$ cat src/rtl/register_file_sb.sv
// Parametrised register file with two combinational read ports, one clocked
// write port, optional write-to-read bypass and a pending-write scoreboard.
module register_file_sb #(
  parameter int unsigned DATA_WIDTH = 32,
  parameter int unsigned ADDR_WIDTH = 5,
  parameter bit          BYPASS     = 1'b1,
  parameter bit          ZERO_REG   = 1'b1
) (
  input  logic                  clock_in,
  input  logic                  reset_n,
  input  logic                  regWrite,
  input  logic [ADDR_WIDTH-1:0] writeReg,
  input  logic [DATA_WIDTH-1:0] writeData,
  input  logic [ADDR_WIDTH-1:0] readReg1,
  input  logic [ADDR_WIDTH-1:0] readReg2,
  input  logic                  resvEn,
  input  logic [ADDR_WIDTH-1:0] resvReg,
  output logic [DATA_WIDTH-1:0] readData1,
  output logic [DATA_WIDTH-1:0] readData2,
  output logic                  readBusy1,
  output logic                  readBusy2,
  output logic                  resvConflict,
  output logic [ADDR_WIDTH:0]   pendingCount
);

  localparam int unsigned DEPTH = 2 ** ADDR_WIDTH;

  logic [DATA_WIDTH-1:0] mem_q [DEPTH];
  logic [DEPTH-1:0]      pending_q;
  logic [DEPTH-1:0]      pending_d;
  logic [ADDR_WIDTH:0]   count_q;
  logic [ADDR_WIDTH:0]   count_d;

  logic wr_allowed;
  logic byp1;
  logic byp2;
  logic zero1;
  logic zero2;

  assign wr_allowed = regWrite && !(ZERO_REG && (writeReg == '0));
  assign byp1  = BYPASS && regWrite && (writeReg == readReg1);
  assign byp2  = BYPASS && regWrite && (writeReg == readReg2);
  assign zero1 = ZERO_REG && (readReg1 == '0);
  assign zero2 = ZERO_REG && (readReg2 == '0);

  // Reserve is applied after the write release so a same-edge reserve wins.
  always_comb begin
    pending_d = pending_q;
    if (regWrite) pending_d[writeReg] = 1'b0;
    if (resvEn)   pending_d[resvReg]  = 1'b1;
    if (ZERO_REG) pending_d[0]        = 1'b0;
    if (!reset_n) pending_d           = '0;
  end

  always_comb begin
    count_d = '0;
    for (int unsigned i = 0; i < DEPTH; i++) begin
      count_d = count_d + (ADDR_WIDTH + 1)'(pending_d[i]);
    end
  end

  always_ff @(posedge clock_in) begin
    if (!reset_n) begin
      for (int unsigned i = 0; i < DEPTH; i++) begin
        mem_q[i] <= '0;
      end
    end else if (wr_allowed) begin
      mem_q[writeReg] <= writeData;
    end
  end

  always_ff @(posedge clock_in) begin
    pending_q <= pending_d;
    count_q   <= count_d;
  end

  always_comb begin
    readData1    = '0;
    readData2    = '0;
    readBusy1    = 1'b0;
    readBusy2    = 1'b0;
    resvConflict = 1'b0;
    if (reset_n) begin
      if (!zero1) begin
        readData1 = byp1 ? writeData : mem_q[readReg1];
        readBusy1 = pending_q[readReg1] & ~byp1;
      end
      if (!zero2) begin
        readData2 = byp2 ? writeData : mem_q[readReg2];
        readBusy2 = pending_q[readReg2] & ~byp2;
      end
      resvConflict = resvEn & pending_q[resvReg];
    end
  end

  assign pendingCount = count_q;

endmodule

$ cat config.mk
export PLATFORM = sky130hd
export DESIGN_NAME = register_file_sb
export DESIGN_NICKNAME = d
export VERILOG_FILES = /design/src/rtl/register_file_sb.sv
export SDC_FILE = /design/constraint.sdc
export NUM_CORES = 2
export LEC_CHECK = 0
export ABC_AREA = 0
export CAP_MARGIN = 15
export CORE_AREA = 2 2 383 385
export CTS_BUF_LIST = sky130_fd_sc_hd__clkbuf_4
export DETAILED_ROUTE_END_ITERATION = 12
export DIE_AREA = 0 0 385 387
export GPL_TIMING_DRIVEN = 0
export SLEW_MARGIN = 20
export SYNTH_ARGS = -nofsm -noshare
export SYNTH_HDL_FRONTEND = slang
export SYNTH_SLANG_ARGS = --single-unit
export TNS_END_PERCENT = 1
$ cat constraint.sdc
create_clock -name clock_in -period 10.2 [get_ports clock_in]
set_clock_uncertainty 0.2 [all_clocks]
set_input_delay 1.02 -clock clock_in [delete_from_list [all_inputs] [get_ports clock_in]]
set_output_delay 1.02 -clock clock_in [all_outputs]
set_load 0.005 [all_outputs]
==> run metrics <==
1st-iter DRT viols=between 5000 and 6000; Ys Warns=0; reg2reg start=pending_q[20]$_DFF_P_; Async SR Flop Fraction=0; Critical Path End Type=flip-flop; CTS resizes=0; DRT antenna net count=0; CTS tree=built; period utilization=0.696; critical path required time=11150 ps; hold_buf cts=0; I/O Buffers=112; peak supply drop=between 0.1 and 0.15 mV; Design Area, Final=between 0.06 and 0.07 sq mm; CP arrival=roughly 8000 ps; Num CTS Buffers=~300; Initial Util=0.397; initial antenna violation count=19; cell area after synthesis=0.0575 sq mm; gpl congestion=a little under 1; setup slack, reg-to-reg=roughly 4600 ps; Routed WL=about 210000 microns; slew of the pin with the lowest slew margin=between 1000 and 1500 ps; Routed wire per std cell=32.7 microns; total core area=~0.14 sq mm; PD cells=about 160 mW/mm^2; Tot Pwr=between 0.01 and 0.015 W; Setup CP Type=in2reg; HP Class=in2reg; R2R Path End=pendingCount[4]$_DFF_P_; post-place instance area=0.0626 sq mm; Rows=140; RSZ-0062 raised after global routing=no; status=complete, no violations; largest net degree at the start of global routing=42; Static Leak=roughly 23 nW; vias=~40000; chip height=387 microns; total grt overflow=0; hold depth=4; fin cells=6523; GRT Util Overall=0.284; first-pass GRT wire length=a little under 300000 microns; min cycle time layout=between 7000 and 8000 ps; Total Neg Setup Slack=0 ps; Vias per Instance=slightly above 6; Clock Sinks=1061; Post-Syn Instances=between 3000 and 4000; most frequent cells in the layout=edfxtp_1 (1024), and2_1 (998), mux4_2 (525), clkbuf_4 (409), clkbuf_1 (287); DRC viols=0; die area=approximately 0.15 sq mm; reg2reg path depth=17; top-level I/O count=129; post-synthesis area per instance=14.6 sq um; Hold Path End=pending_q[17]$_DFF_P_; fraction of final layout cells sized beyond drive strength 1=0.260; synthesis-stage register bit count=~1100; setup repair bufs after CTS=0; most common cell after layout, fill and taps aside=edfxtp_1; Net count, final=between 4000 and 5000; Primary FF master, synth=edfxtp_1; Yosys cell types=a little over 60; EDFF count, synth=around 1000; Die X=just under 400 microns; Fill cells=between 10000 and 15000; drt first pass iters=6; CTS Buffer Depth=4; clk_lat worst skew=1270 ps; fin. max-slew vios=0; Setup Viol. Count Final=0; DPL Wire Length=approximately 160000 microns; CTS clk-pin slew, worst paths=around 70 ps; CP Launch Type=primary input; sequential cell area fraction in the yosys report=0.548; H-tree Lvls=5; Fin. Hold Viols=0; FMAX=about 0.14 GHz; vias in the first global route=roughly 40000; hold_sp=resvReg[4]; Placed Instances=about 6000; Crit Path Max Fanout=10; Slew Limit Headroom=0.144; Max-Cap Viols=0; Syn-to-layout area delta=14.9%; Clock Tree Root=clkbuf_4
-- cell families (layout without fill, tap and decap cells) --
group,count (synthesis),after routing,share of synthesized area
other,1,45,0.0000652
buffers and inverters,477,1112,0.0364
muxes,575,575,0.214
DFF,1061,1061,0.548
AOI/OAI and AO/OA,431,431,0.0520
xor gates and xnor gates,13,13,0.00198
adders and majority gates,30,30,0.00953
and+or+nand+nor,1339,1339,0.138
-- registers in the layout, indices dropped and copies added (netlist names) --
signal	cells
pending_q	31
mem_q	1024
pendingCount	6
-- synthesized netlist by cell type, drive strengths merged, types with 2 or more instances --
| library cell | number | area share |
|---|---|---|
| and3 | 3 | 0.00033 |
| mux4 | 525 | 0.21 |
| a22o | 31 | 0.0047 |
| and3b | 2 | 0.00030 |
| nor2 | 47 | 0.0031 |
| or3b | 3 | 0.00046 |
| o221ai | 5 | 0.00076 |
| nand2 | 80 | 0.0052 |
| o22ai | 83 | 0.0090 |
| nand4b | 2 | 0.00030 |
| inv | 48 | 0.0031 |
| nor3 | 63 | 0.0055 |
| a211oi | 45 | 0.0059 |
| ha | 7 | 0.0015 |
| a221oi | 2 | 0.00030 |
| xor2 | 5 | 0.00076 |
| or2 | 3 | 0.00033 |
| o21ai | 85 | 0.0075 |
| nand4 | 2 | 0.00022 |
| nor2b | 43 | 0.0047 |
| buf | 134 | 0.014 |
| o221a | 24 | 0.0047 |
| nand3b | 8 | 0.0010 |
| o22a | 5 | 0.00076 |
| a22oi | 86 | 0.011 |
| xnor2 | 8 | 0.0012 |
| a21o | 2 | 0.00026 |
| edfxtp | 1024 | 0.53 |
| and2 | 999 | 0.11 |
| clkbuf | 295 | 0.019 |
| or3 | 3 | 0.00033 |
| fa | 23 | 0.0080 |
| dfxtp | 37 | 0.013 |
| a21oi | 21 | 0.0018 |
| or4 | 2 | 0.00033 |
| mux2i | 49 | 0.0085 |
| a31oi | 32 | 0.0035 |
| nand3 | 70 | 0.0061 |
| nand2b | 6 | 0.00065 |
-- how the worst max path moves through the flow --
stage               depth (start not counted)                           to     start  slack (ps)
CTS                                        18      pendingCount[4]$_DFF_P_   reset_n        3400
global route                               18      pendingCount[4]$_DFF_P_   reset_n        3080
finish                                     18      pendingCount[4]$_DFF_P_   reset_n        3100
global placement                            5  mem_q[31][15]$_SDFFCE_PN0P_  regWrite        1150
floorplan                                  17      pendingCount[4]$_DFF_P_   reset_n        3040
detailed placement                         18      pendingCount[4]$_DFF_P_   reset_n        2130
-- metal layers --
layer	GRT usage	vias up	wire, microns
li1	-	16200	-
met2	0.429	2828	96300
met5	0.00715	-	241
met3	0.0968	474	28700
met1	0.377	20500	79200
met4	0.113	16	8730
-- final cells by class --
| class | count | area, sq um | share of cell area |
|---|---|---|---|
| tap | 1917 | 2400 | 0.0363 |
| inverter | 48 | 180 | 0.00273 |
| clock buffer | 408 | 3060 | 0.0464 |
| antenna | 13 | 32.5 | 0.000492 |
| sequential | 1061 | 31500 | 0.477 |
| multi-input combinational | 2420 | 24400 | 0.369 |
| buffer | 429 | 1920 | 0.0291 |
| clock inverter | 72 | 339 | 0.00513 |
| timing repair buffer | 155 | 2260 | 0.0342 |
-- critical path: stages --
cell and delay, ps:
clkbuf_1 540, clkbuf_1 620, buf_1 970, nand2_1 260, fa_1 580, fa_1 500
inv_1 50, fa_1 530, inv_1 70, fa_1 490, fa_1 510, inv_1 50
fa_1 450, fa_1 430, fa_1 470, a21o_1 170, a21oi_1 160, xnor2_1 140
-- where the power goes --
part	total, W	switching, W	internal, W
logic	0.00144	0.000846	0.000598
registers	0.00513	0.000121	0.00501
clock network	0.00376	0.00187	0.00189
-- per-stage QoR --
| step | utilization | hold WS [ps] | setup WS (ps) |
|---|---|---|---|
| floorplan | - | 289 | 3040 |
| global placement | 0.422 | 327 | 1150 |
| detailed placement | 0.432 | 325 | 2130 |
| CTS | 0.456 | 107 | 3400 |
| global route | 0.456 | 185 | 3080 |
| finish | 0.456 | 203 | 3100 |
(Power assumes the default switching activity.)
